<file path="src/rtl/serial_mag_comp_if.sv">
// serial_mag_comp_if: bit-stream inputs and held comparison results of serial_mag_comp
//   start, bit_valid, a_bit, b_bit : master -> comparator (operand bits MSB first)
//   busy, done, altb, agtb, aeqb   : comparator -> master (registered status/result)
interface serial_mag_comp_if;
    logic start, bit_valid, a_bit, b_bit;
    logic busy, done, altb, agtb, aeqb;
    modport master (output start, bit_valid, a_bit, b_bit, input busy, done, altb, agtb, aeqb);
    modport slave (input start, bit_valid, a_bit, b_bit, output busy, done, altb, agtb, aeqb);
endinterface

</file>
<file path="src/rtl/serial_mag_comp.sv">
// serial_mag_comp: bit-serial unsigned magnitude comparator, MSB first, WIDTH pairs per result
//   clk   : rising-edge clock
//   rst_n : synchronous active-low reset
//   bus   : serial_mag_comp_if.slave (start/bit_valid/a_bit/b_bit in; busy/done/altb/agtb/aeqb out)
module serial_mag_comp #(
    parameter int WIDTH = 4
) (
    input logic              clk,
    input logic              rst_n,
    serial_mag_comp_if.slave bus
);
    localparam int CW = $clog2(WIDTH + 1);
    typedef enum logic [1:0] {IDLE, SHIFT, DONE} state_t;
    state_t state_q, state_d;
    logic [CW-1:0] cnt_q, cnt_d;
    logic decided_q, decided_d, lt_q, lt_d, gt_q, gt_d;
    logic altb_q, altb_d, agtb_q, agtb_d, aeqb_q, aeqb_d;
    always_ff @(posedge clk) begin
        if (!rst_n) begin
            state_q   <= IDLE;
            cnt_q     <= '0;
            decided_q <= 1'b0;
            lt_q      <= 1'b0;
            gt_q      <= 1'b0;
            altb_q    <= 1'b0;
            agtb_q    <= 1'b0;
            aeqb_q    <= 1'b0;
        end else begin
            state_q   <= state_d;
            cnt_q     <= cnt_d;
            decided_q <= decided_d;
            lt_q      <= lt_d;
            gt_q      <= gt_d;
            altb_q    <= altb_d;
            agtb_q    <= agtb_d;
            aeqb_q    <= aeqb_d;
        end
    end
    always_comb begin
        state_d   = state_q;
        cnt_d     = cnt_q;
        decided_d = decided_q;
        lt_d      = lt_q;
        gt_d      = gt_q;
        altb_d    = altb_q;
        agtb_d    = agtb_q;
        aeqb_d    = aeqb_q;
        if (state_q == SHIFT) begin
            if (bus.bit_valid) begin
                cnt_d = cnt_q + CW'(1);
                // first differing pair (MSB first) settles the outcome; later pairs only count
                if (!decided_q && (bus.a_bit ^ bus.b_bit)) begin
                    decided_d = 1'b1;
                    gt_d      = bus.a_bit;
                    lt_d      = bus.b_bit;
                end
                // the final pair's own decision is folded in via the _d values
                if (cnt_q == CW'(WIDTH - 1)) begin
                    state_d = DONE;
                    altb_d  = lt_d;
                    agtb_d  = gt_d;
                    aeqb_d  = !decided_d;
                end
            end
        end else begin
            state_d = (state_q == DONE) ? IDLE : state_q;
            if (bus.start) begin
                state_d   = SHIFT;
                cnt_d     = '0;
                decided_d = 1'b0;
                lt_d      = 1'b0;
                gt_d      = 1'b0;
                altb_d    = 1'b0;
                agtb_d    = 1'b0;
                aeqb_d    = 1'b0;
            end
        end
    end
    assign bus.busy = state_q == SHIFT;
    assign bus.done = state_q == DONE;
    assign bus.altb = altb_q;
    assign bus.agtb = agtb_q;
    assign bus.aeqb = aeqb_q;
endmodule
</file>
<file path="src/flat_wrapper.sv">
// flat-port wrapper written by rule: the top's interface ports become plain ports
module serial_mag_comp_flat 
#(
    parameter int WIDTH = 4
)
  (clk, rst_n, bus_start, bus_bit_valid, bus_a_bit, bus_b_bit, bus_busy, bus_done, bus_altb, bus_agtb, bus_aeqb);
  serial_mag_comp_if bus_i ();
  input logic clk;
  input logic rst_n;
  input wire logic [$bits(bus_i.start)-1:0] bus_start;
  input wire logic [$bits(bus_i.bit_valid)-1:0] bus_bit_valid;
  input wire logic [$bits(bus_i.a_bit)-1:0] bus_a_bit;
  input wire logic [$bits(bus_i.b_bit)-1:0] bus_b_bit;
  output wire logic [$bits(bus_i.busy)-1:0] bus_busy;
  output wire logic [$bits(bus_i.done)-1:0] bus_done;
  output wire logic [$bits(bus_i.altb)-1:0] bus_altb;
  output wire logic [$bits(bus_i.agtb)-1:0] bus_agtb;
  output wire logic [$bits(bus_i.aeqb)-1:0] bus_aeqb;
  assign bus_i.start = bus_start;
  assign bus_i.bit_valid = bus_bit_valid;
  assign bus_i.a_bit = bus_a_bit;
  assign bus_i.b_bit = bus_b_bit;
  assign bus_busy = bus_i.busy;
  assign bus_done = bus_i.done;
  assign bus_altb = bus_i.altb;
  assign bus_agtb = bus_i.agtb;
  assign bus_aeqb = bus_i.aeqb;
  serial_mag_comp #(.WIDTH(WIDTH)) u_core (.clk(clk), .rst_n(rst_n), .bus(bus_i));
endmodule
</file>
<file path="config.mk">
export PLATFORM = sky130hd
export DESIGN_NAME = serial_mag_comp_flat
export DESIGN_NICKNAME = d
export VERILOG_FILES = /design/src/rtl/serial_mag_comp_if.sv /design/src/rtl/serial_mag_comp.sv /design/src/flat_wrapper.sv
export SDC_FILE = /design/constraint.sdc
export NUM_CORES = 1
export LEC_CHECK = 0
export CORE_AREA = 2 2 39 41
export DETAILED_ROUTE_END_ITERATION = 10
export DIE_AREA = 0 0 41 43
export PLACE_DENSITY = 0.71
export REMOVE_ABC_BUFFERS = 1
export SLEW_MARGIN = 30
export SYNTH_ARGS = -nofsm -noshare
export SYNTH_HDL_FRONTEND = slang
export SYNTH_SLANG_ARGS = --single-unit
</file>
<file path="constraint.sdc">
create_clock -name clk -period 2.1 [get_ports clk]
set_clock_uncertainty 0.05 [all_clocks]
set_input_delay 0.315 -clock clk [delete_from_list [all_inputs] [get_ports clk]]
set_output_delay 0.315 -clock clk [all_outputs]
set_load 0.02 [all_outputs]
</file>
==> impl_metrics.yaml <==
sta:
  relSlewSlack_pct: 72.27
  grt_setup_unrepaired: "no"
  finalSetupViolations: 0
  period_minus_slack_ns: 1.817
  fin_setup_tns_ns: 0
  drv_slew: 0
  worst_pin_slew_ns: 0.4146
  hold_violations: 0
  fin_crit_sh_pct: 86.54
  fmax_mhz: 550.2
setup_path:
  max_stage_delay_ns: 0.53
  cp_cell_sequence: "inv_1, ha_1, clkdlybuf4s50_1"
  endpoint_kind: "output port"
  crit_buf_inv: 2
  worstPathArrival_ns: 1.45
  required_ns: 1.74
  worst_setup_path_start_kind: "flop"
  worstSetupPathType: "flop to output port"
  crit_slowest_cell: "clkdlybuf4s50_1"
  critPathMaxFanout: 3
  cp_top_family: "buffers and inverters"
logic_synthesis:
  synthMuxAreaShare_pct: 1.619
  yosys_warnings: 0
  synthTopCellsByArea: "dfxtp_1, ha_1, nand2_1"
  yosys.area_share.simple_pct: 24.29
  synth_top_area_share_pct: 35.63
  netlist.top_cell.by_area: "dfxtp_1"
  avgSynthCellArea_um2: 8.585
  synth-compound-area-share_pct: 23.28
  seq_area_frac_synth_pct: 35.63
  synth_xor_area_share_pct: 1.417
  syn_inst: 72
  ys_seq_elements: 11
  synthDistinctLibCells: 29
  synthesis.area_um2: 618.1
  synthAdderAreaFrac_pct: 10.12
  synth_top_family_by_area: "simple AND/OR/NAND/NOR gates"
detailed_routing:
  wl_um: 1136
  drc: 0
  wl_per_cell_um: 11.14
  drt_iter0_markers: 7
  final_antenna_net_count: 0
  via_per_inst: 5.275
  vias: 538
  drtPass1Iterations: 4
clocking:
  hold_buffers: 0
  cts-buffers-inserted: 3
  cts.sinks: 11
  h-tree-depth: 1
  cts_tree: "built"
  postCtsSetupBuffers: 0
  clkLatencyLatePin_ns: 0.28
  root_buffer: "clkbuf_4"
  cts.clk_slew.worst_paths_ns: 0.08
  ctsResizeCount: 0
  clk_path_buf_depth: 2
global_route:
  grt_usage_pct: 16.43
  grt_pass1_wl_um: 1925
  antenna_found_initial: 0
  grt_max_degree: 14
  first_global_vias: 469
  grt.overflow.total: 0
placement:
  numPlacedInstances: 98
  numPortBuffers: 10
  gp_congestion: 0.7322
  dp_hpwl_um: 821.1
floorplan:
  die_y_um: 43
  core_um2: 1384
  die_x_um: 41
  fp-row-count: 14
  start_util_pct: 44.67
  dieArea_um2: 1763
  ios: 11
cells_and_area:
  antennaDiodeCount: 0
  layout.cells.non_filler: 102
  drive_above_1_share_pct: 6.977
  nets: 98
  area_growth_pct: 24.29
job:
  drv_cap: 0
min_path:
  min_path_type: "flop to flop"
pwr:
  p_leak_nw: 0.2965
  worst_ir_drop_vdd_v: 0.0002350
  p_per_area_nw_per_um2: 590.1
status:
  status: "completed"
## sequential cells by signal (all words and copies together), names as in the netlist
signal / cells
u_core.bus.agtb: 1
u_core.decided_q: 1
u_core.gt_q: 1
u_core.bus.altb: 1
u_core.lt_q: 1
u_core.bus.aeqb: 1
u_core.cnt_q: 3
u_core.state_q: 2
## layout make-up
| cell class | instances | area [um2] |
|---|---|---|
| repair buffers | 11 | 107.6 |
| inverters | 5 | 18.77 |
| fillers | 134 | 615.6 |
| multi-input cells | 55 | 375.4 |
| well taps | 16 | 20.02 |
| clock buffers | 4 | 26.28 |
| flip-flops and latches | 11 | 220.2 |
## worst register-to-register path, delay by kind of cell (launching register included)
family	cells	cell delay, ns
adders and majority gates	1	0.25
DFF	1	0.34
buffers and inverters	1	0.07
and+or+nand+nor	3	0.51
AOI/OAI and AO/OA	1	0.15
## cells in the final DEF, fill, tap and decap left out, types with 2 or more instances in the layout
cell	instances
a21boi_0	2
a21boi_1	2
a21oi_1	4
clkbuf_4	3
clkdlybuf4s50_1	10
dfxtp_1	11
ha_1	5
inv_1	5
nand2_1	10
nand2b_1	2
nand3_1	4
nand3b_1	2
nor2_1	4
nor2b_1	2
o21a_1	2
o21ai_0	2
## report_power, final
part | switching [W] | internal [W] | total [W]
Clock | 0.0000791 | 0.0000737 | 0.000153
Combinational | 0.0000435 | 0.0000375 | 0.0000809
Sequential | 0.00000500 | 0.000215 | 0.000220
## cells in the mapped netlist
library cell  number
a31oi_4            1
inv_1              5
a21boi_0           2
nand2_1           10
nor2b_2            1
a32o_1             1
nand3b_1           2
xor2_1             1
a21oi_1            4
o31ai_1            1
a22oi_1            1
nor2_1             4
and3b_1            1
nor3b_1            1
nor2b_1            2
clkbuf_1           1
o21a_1             2
o21ai_0            2
o21ai_1            1
nand3_1            4
nand2b_1           2
mux2i_1            1
a21boi_1           2
dfxtp_1           11
o211a_1            1
nand4_1            1
ha_1               5
o21bai_1           1
and2_1             1
## path summary, 6_finish.rpt
path | start | endpoint | cells past startpoint | slack, ns
setup / recovery | u_core.state_q[0]$_SDFFE_PN0P_ | bus_done | 3 | 0.28
setup reg to reg | u_core.state_q[1]$_SDFFE_PN0P_ | u_core.decided_q$_SDFFE_PN0P_ | 6 | 0.65
hold reg to reg | u_core.cnt_q[2]$_SDFFE_PN0P_ | u_core.cnt_q[2]$_SDFFE_PN0P_ | 2 | 0.40
hold / removal | u_core.cnt_q[2]$_SDFFE_PN0P_ | u_core.cnt_q[2]$_SDFFE_PN0P_ | 2 | 0.40
## stage by stage
| step | cell area [um2] | utilization [%] | total power [W] | setup WS [ns] | hold slack, ns |
|---|---|---|---|---|---|
| after global routing | 768.2 | 55.52 | 0.0004779 | 0.2079 | 0.4357 |
| after detailed placement | 742.0 | 53.62 | 0.0003057 | 0.5020 | 0.3978 |
| after CTS | 768.2 | 55.52 | 0.0004572 | 0.2749 | 0.4080 |
| after floorplan | 614.3 | - | 0.0002732 | 0.5653 | 0.3808 |
| final | 768.2 | 55.52 | 0.0004534 | 0.2826 | 0.4031 |
| after global placement | 742.0 | 53.62 | 0.0003057 | 0.5142 | 0.4011 |
## layer usage
layer  up-vias  wire (um)  global-route usage (%)
met5         -          0                       0
met4         0         20                   10.00
met3         3         34                   6.283
met2        11        513                   22.19
met1       245        568                   21.17
li1        279          -                       -
## logic make-up (layout without fill, tap and decap cells)
group           after synthesis  count (layout)
flops                        11              11
mux                           1               1
simple gates                 29              29
buf+inv                       6              20
xor+xnor                      1               1
compound gates               19              19
fa+ha+maj                     5               5
(Power assumes the default switching activity.)
